**config.mk**
```make
export PLATFORM = sky130hd
export DESIGN_NAME = store_narrow_rmw
export DESIGN_NICKNAME = d
export VERILOG_FILES = /design/src/rtl/store_narrow_rmw.sv
export SDC_FILE = /design/constraint.sdc
export NUM_CORES = 1
export LEC_CHECK = 0
export ABC_CLOCK_PERIOD_IN_PS = 3890
export CAP_MARGIN = 15
export CORE_ASPECT_RATIO = 0.5
export CORE_UTILIZATION = 49
export CTS_BUF_LIST = sky130_fd_sc_hd__clkbuf_8
export DETAILED_ROUTE_END_ITERATION = 16
export PLACE_DENSITY = 0.88
export SLEW_MARGIN = 15
export SYNTH_ARGS = -nofsm -noshare
export SYNTH_HDL_FRONTEND = slang
export SYNTH_SLANG_ARGS = --single-unit
export TNS_END_PERCENT = 50
```
**constraint.sdc**
```tcl
create_clock -name clk -period 3.89 [get_ports clk]
set_input_delay 0.778 -clock clk [delete_from_list [all_inputs] [get_ports clk]]
set_output_delay 0.778 -clock clk [all_outputs]
set_load 0.1 [all_outputs]
```
**src/rtl/store_narrow_rmw.sv**
```systemverilog
// Store narrowing unit: byte/half stores become read-modify-write on a word-only memory.
// Optional misalignment rejection is enabled by defining STORE_NARROW_ALIGN_CHECK_EN.
module store_narrow_rmw #(
   parameter int ADDR_WIDTH = 32
) (
   input  logic                  clk,
   input  logic                  rst_n,
   input  logic                  req_valid,
   output logic                  req_ready,
   input  logic [ADDR_WIDTH-1:0] req_addr,
   input  logic [31:0]           req_wdata,
   input  logic [1:0]            req_size,
   output logic                  done,
   output logic                  err,
   output logic [ADDR_WIDTH-1:0] mem_addr,
   output logic                  mem_rd_en,
   input  logic [31:0]           mem_rdata,
   input  logic                  mem_rvalid,
   output logic                  mem_wr_en,
   output logic [31:0]           mem_wdata
);

   typedef enum logic [2:0] {
      S_IDLE,
      S_READ,
      S_WAIT,
      S_WRITE
`ifdef STORE_NARROW_ALIGN_CHECK_EN
      , S_ERROR
`endif
   } state_t;

   state_t                state_q, state_d;
   logic [ADDR_WIDTH-1:0] addr_q, addr_d;
   logic [15:0]           wdata_q, wdata_d;
   logic                  half_q, half_d;
   logic [31:0]           buf_q, buf_d;
   logic [31:0]           merged;
   logic                  misaligned;

`ifdef STORE_NARROW_ALIGN_CHECK_EN
   assign misaligned = ((req_size == 2'b01) && req_addr[0]) ||
                       (req_size[1] && (req_addr[1:0] != 2'b00));
`else
   assign misaligned = 1'b0;
`endif

   // Little-endian lane insertion into the word read back from memory.
   always_comb begin
      merged = mem_rdata;
      if (half_q) begin
         if (addr_q[1]) merged[31:16] = wdata_q;
         else           merged[15:0]  = wdata_q;
      end else begin
         case (addr_q[1:0])
            2'd0:    merged[7:0]   = wdata_q[7:0];
            2'd1:    merged[15:8]  = wdata_q[7:0];
            2'd2:    merged[23:16] = wdata_q[7:0];
            default: merged[31:24] = wdata_q[7:0];
         endcase
      end
   end

   always_comb begin
      state_d = state_q;
      addr_d  = addr_q;
      wdata_d = wdata_q;
      half_d  = half_q;
      buf_d   = buf_q;
      case (state_q)
         S_IDLE: begin
            if (req_valid) begin
               addr_d  = req_addr;
               wdata_d = req_wdata[15:0];
               half_d  = (req_size == 2'b01);
               if (misaligned) begin
`ifdef STORE_NARROW_ALIGN_CHECK_EN
                  state_d = S_ERROR;
`endif
               end else if (req_size[1]) begin
                  buf_d   = req_wdata;
                  state_d = S_WRITE;
               end else begin
                  state_d = S_READ;
               end
            end
         end
         S_READ: state_d = S_WAIT;
         S_WAIT: begin
            if (mem_rvalid) begin
               buf_d   = merged;
               state_d = S_WRITE;
            end
         end
         S_WRITE: state_d = S_IDLE;
         default: state_d = S_IDLE;
      endcase
   end

   always_ff @(posedge clk or negedge rst_n) begin
      if (!rst_n) begin
         state_q <= S_IDLE;
         addr_q  <= '0;
         wdata_q <= '0;
         half_q  <= 1'b0;
         buf_q   <= '0;
      end else begin
         state_q <= state_d;
         addr_q  <= addr_d;
         wdata_q <= wdata_d;
         half_q  <= half_d;
         buf_q   <= buf_d;
      end
   end

   assign req_ready = (state_q == S_IDLE);
   assign mem_rd_en = (state_q == S_READ);
   assign mem_wr_en = (state_q == S_WRITE);
   assign done      = (state_q == S_WRITE);
   assign mem_addr  = {addr_q[ADDR_WIDTH-1:2], 2'b00};
   assign mem_wdata = buf_q;
`ifdef STORE_NARROW_ALIGN_CHECK_EN
   assign err = (state_q == S_ERROR);
`else
   assign err = 1'b0;
`endif

endmodule

```
==> out/summary.txt, run 1 <==
Fill cell count -> 648
Die height -> 69.83 um
Number of global-route vias before repair -> 3551
Hold Buf Count CTS -> 0
Routed WL -> 11.77 mm
Initial core utilization -> 51.06%
DR vias/cell -> 5.407
Initial antenna violation count -> 0
Worst-path fanout max -> 4
Worst r2r src -> state_q[0]
Die ar. -> 9611 sq um
Final Hold Fails -> 0
Std cell rows -> 24
CP Data Required Time -> 3.11 ns
Status -> finished, final reports clean
Yosys warns -> 0
Post-synth EDFFs -> 0
Yosys top cell by area -> dfrtp_1
Total congestion overflow -> 0
Ys flop type -> dfrtp_1
Startpoint types -> register
Area grow syn2layout -> 38.52%
Largest net degree at the start of global routing -> 84
Period utilization -> 76.48%
Unrepaired setup endpoints after global routing -> false
Max Buffers Root-to-Sink -> 2
Clk pin slew, worst setup/hold paths -> 0.08 ns
Worst hold path type -> in -> async
First-pass DRT Iterations -> 5
Async SR Flop Fraction -> 100.0%
Post-synth top cells -> 83 x dfrtp_1, 62 x mux2_2, 50 x a21oi_1
Register area share after synthesis -> 46.07%
Synth Register Bits -> 83
Tmin final -> 2.975 ns
Post_cts resized -> 0
Final setup fails -> 0
Fin Clk Skew -> 0.008301 ns
Max Cap Violations -> 0
Core ar. -> 8828 sq um
Mapped cell area -> 4508 sq um
Number of port buffers -> 167
DRC viols -> 0
Postcts setup bufs -> 0
Crit path from -> state_q[1]
CP endpoint kind -> output port
Synth top area share -> 46.07%
Top cells by area, synth -> dfrtp_1 46%, mux2_2 15%, buf_4 6.5%
# diodes -> 0
Routability congestion estimate -> 0.8074
Setup TNS -> 0 ns
CTS tree -> done
Syn Area/Cell -> 10.56 sq um
Root buffer cell -> clkbuf_8
Slew at the pin with the worst max-slew slack -> 1.079 ns
Relative slew margins -> 28.10%
Htree depth -> 3
I/O pins -> 171
Highest attainable clock frequency -> 336.1 MHz
Num CTS Buffers -> 9
Final nets -> 660
Slew Viols, Final -> 0
Number of antenna-violating nets in the routed design -> 0
First-pass GRT wire length -> 18.40 mm
Clk sink count -> 83
Critical path type -> reg -> out
Clock Latency Late Sink -> 0.36 ns
Synth Instances -> 427
Tot GR Track Use -> 25.42%
WP data arrival -> 2.20 ns
Die X-Extent -> 137.6 um
Hpwl dp -> 8.389 mm
Initial DRC Count -> 272
Layout cell share with drive strength beyond 1 -> 16.91%
Most frequent cell after synthesis -> dfrtp_1
Synth cell types -> 27
DR vias -> 3639
Routed WL per cell -> 17.48 um
-- sequential cells by signal (all words and copies together), names as in the netlist --
register   cells
mem_wdata     32
half_q         1
addr_q        32
wdata_q       16
state_q        2
-- kinds of logic after synthesis --
| logic type | after synthesis | share of synthesized area [%] |
|---|---|---|
| AO/OA/AOI/OAI | 127 | 15.88 |
| adder cells (fa/ha/maj) | 6 | 1.665 |
| buffers and inverters | 75 | 10.85 |
| flip-flops | 83 | 46.07 |
| multiplexers | 80 | 19.54 |
| other | 1 | 0.08318 |
| AND/OR/NAND/NOR | 55 | 5.912 |
-- worst paths after layout --
| kind | slack, ns | cells after the start | to |
|---|---|---|---|
| min reg2reg | 0.49 | 2 | mem_wdata[0] |
| min | 0.32 | 1 | addr_q[4] |
| min in group clk | 0.49 | 2 | mem_wdata[0] |
| max in group asynchronous | 2.96 | 2 | wdata_q[4] |
| max | 0.91 | 3 | mem_rd_en |
| max reg2reg | 1.50 | 8 | mem_wdata[29] |
-- cell type report --
cell class	count	area, sq um	area share [%]
Clock buffer	9	123.9	1.984
Sequential cell	83	2077	33.26
Inverter	12	45.04	0.7213
Tap cell	117	146.4	2.344
Timing Repair Buffer	175	1747	27.97
Multi-Input combinational cell	271	1952	31.26
Clock inverter	6	153.9	2.464
-- stage by stage --
step / setup slack [ns] / util, % / hold slack, ns / std cells / instance area, sq um
after floorplan: 1.498 / - / 0.4807 / 429 / 4516
after global placement: 1.307 / 67.28 / 0.4714 / 657 / 5939
after detailed placement: 1.210 / 67.28 / 0.4735 / 657 / 5939
after CTS: 0.8907 / 70.42 / 0.4920 / 672 / 6217
after global routing: 0.8505 / 70.73 / 0.3383 / 673 / 6245
final: 0.9148 / 70.73 / 0.3249 / 673 / 6245
-- routing by layer --
layer	share of wire, %	up-vias	global-route usage [%]
li1	-	1721	-
met1	43	1768	33.21
met2	49	135	41.82
met3	6.0	15	5.702
met4	1.8	0	8.059
met5	0	-	0
-- cell usage in the layout, fill, tap and decap left out --
cell             netlist  final
nand2b_1               2      2
o311a_1                8      8
a211oi_1               8      8
o21ai_0               40     40
clkbuf_8               0      9
bufinv_16              0      5
buf_4                 39      9
and3_1                 8      8
a211oi_4               1      1
conb_1                 1      3
nand2b_4               1      1
o21ai_1               19     19
inv_1                 12     13
nor2b_4                2      2
mux2_1                 2      2
a21oi_1               50     50
mux2_2                62     62
a211o_2                1      1
mux2i_1               16     16
dfrtp_1               83     83
nand2_2                1      2
ha_1                   6      6
nand2_1               22     21
nor2_2                 1      1
clkdlybuf4s50_1        0    165
nor2_1                18     18
buf_16                 0      1
-- worst max-delay path, cell delays in order (launching register included) --
cell and delay [ns]:
dfrtp_1 0.42, inv_1 0.13, ha_1 0.17, clkdlybuf4s50_1 1.12
Power of run 1 is not shown: default switching activity piles up to over one toggle a cycle in this logic, so the estimate is an artifact.
==> run 2: changes to the inputs <==
Settings changed: ABC_CLOCK_PERIOD_IN_PS 3890 to 3000, CORE_UTILIZATION 49 to 46, PLACE_DENSITY 0.88 to 0.83.
Clock period 3.89 ns to 3 ns, I/O delays scaled along.
==> run 2 against run 1 <==
Against the previous run:
- setup slack worse by 0.095 ns
- sequential cell count unchanged
- critical path depth unchanged
- cell area down 3.1%
- hold slack worse by 0.083 ns
- via count down 1.8%
- critical path type unchanged
==> out/summary.txt, run 2 (synthesized netlist as in run 1, its figures left out) <==
Routed WL per cell -> 16.38 um (-6.3%)
DRC viols -> 0 (unchanged)
Clock Latency Late Sink -> 0.36 ns (about the same)
Final nets -> 661 (+0.15%)
Hpwl dp -> 8.148 mm (-2.9%)
Core ar. -> 9478 sq um (+7.4%)
DR vias -> 3573 (-1.8%)
Tot GR Track Use -> 22.79% (-2.6 points)
Fill cell count -> 813 (+25%)
Worst r2r src -> state_q[0]
Setup WS pre-CTS -> 0.6953 ns (-0.5151 ns)
# diodes -> 0 (unchanged)
Reg area -> 2077 sq um (unchanged)
DR vias/cell -> 5.156 (-4.6%)
Final setup fails -> 0 (unchanged)
Final WS setup -> 0.8200 ns (-0.09479 ns)
Commonest non-fill, non-tap cell in the layout -> clkdlybuf4s50_1
Num CTS Buffers -> 9 (unchanged)
Final Hold Fails -> 0 (unchanged)
Die height -> 72 um (+3.1%)
CP endpoint kind -> output port
Slew Viols, Final -> 0 (unchanged)
I/O pins -> 171 (unchanged)
Most frequent cells in the layout -> 100 x clkdlybuf4s50_1, 83 x dfrtp_1, 75 x buf_4, 62 x mux2_2, 50 x a21oi_1
Initial core utilization -> 47.56% (-3.5 points)
Post_cts resized -> 0 (unchanged)
Initial antenna violation count -> 0 (unchanged)
Die X-Extent -> 142 um (+3.2%)
First-pass DRT Iterations -> 8 (+3)
Htree depth -> 3 (unchanged)
Critical path type -> reg -> out
Area grow syn2layout -> 34.28%
Number of port buffers -> 167 (unchanged)
Max Buffers Root-to-Sink -> 2 (unchanged)
Std cell rows -> 25 (+4.2%)
Multi-input logic area -> 1952 sq um (unchanged)
Relative slew margins -> 57.57% (+29 points)
Startpoint types -> register
WP data arrival -> 1.58 ns (-0.62 ns)
Worst hold path type -> in -> async
Tmin final -> 2.180 ns
Highest attainable clock frequency -> 458.7 MHz
Hold Buf Count CTS -> 0 (unchanged)
Root buffer cell -> clkbuf_8
Crit path from -> state_q[0]
Period utilization -> 72.67%
Worst-path fanout max -> 5 (+1)
Fin Clk Skew -> 0.008347 ns (+0.00004652 ns)
Postcts setup bufs -> 0 (unchanged)
Routability congestion estimate -> 0.7891 (-2.3%)
Number of global-route vias before repair -> 3568 (+0.48%)
Clk sink count -> 83 (unchanged)
Number of antenna-violating nets in the routed design -> 0 (unchanged)
Clk pin slew, worst setup/hold paths -> 0.08 ns (about the same)
Die ar. -> 10220 sq um (+6.4%)
Slew at the pin with the worst max-slew slack -> 0.6365 ns (-0.4420 ns)
Unrepaired setup endpoints after global routing -> false
First-pass GRT wire length -> 17.89 mm (-2.7%)
Max Cap Violations -> 0 (unchanged)
CP Data Required Time -> 2.40 ns (-0.71 ns)
Routed WL -> 11.35 mm (-3.5%)
Total congestion overflow -> 0 (unchanged)
Largest net degree at the start of global routing -> 51 (-39%)
Status -> finished, final reports clean
CTS tree -> done
Setup TNS -> 0 ns (unchanged)
Initial DRC Count -> 284 (+4.4%)
Layout cell share with drive strength beyond 1 -> 29.03% (+12 points)
run 2: cell types whose count changed in the layout (fill, tap and decap cells not counted), moves of 2 or more:
| cell | delta |
|---|---|
| clkinv_2 | +3 |
| bufinv_16 | -3 |
| buf_4 | +66 |
| clkdlybuf4s50_1 | -65 |
| clkbuf_8 | +2 |
run 2: final cells by class:
class | instances | share of cell area, %
Timing Repair Buffer | 176 | 26.17
Sequential cell | 83 | 34.31
Clock inverter | 5 | 1.240
Tap cell | 135 | 2.790
Clock buffer | 11 | 2.501
Multi-Input combinational cell | 271 | 32.24
Inverter | 12 | 0.7441
run 2: layer usage:
metal / track usage (%) / share of wire (%)
met5: 0 / 0
met4: 8.363 / 2.0
met3: 5.479 / 5.1
met2: 38.51 / 48
met1: 28.83 / 45
run 2: worst paths after layout:
| check | end | cells after the start | slack [ns] |
|---|---|---|---|
| max | req_ready | 3 | 0.82 |
| min | addr_q[16] | 1 | 0.24 |
| max reg2reg | mem_wdata[25] | 6 | 0.99 |
| min reg2reg | mem_wdata[3] | 2 | 0.50 |
| max in group asynchronous | wdata_q[15] | 2 | 2.04 |
| min in group clk | mem_wdata[3] | 2 | 0.50 |
run 2: per-stage QoR:
stage                     utilization, %  std cells  hold slack [ns]  instance area, sq um
final                              63.87        693           0.2423                  6053
after global routing               63.87        693           0.2830                  6053
after CTS                          63.87        693           0.2563                  6053
after detailed placement           61.48        677           0.4840                  5827
after global placement             61.48        677           0.4733                  5827
after floorplan                        -        429           0.3044                  4516
run 2: critical path, stage by stage, from the launching register on:
cell,delay (ns)
dfrtp_1,0.42
inv_1,0.15
ha_1,0.31
buf_4,0.34
Power of run 2 is left out for the same reason.
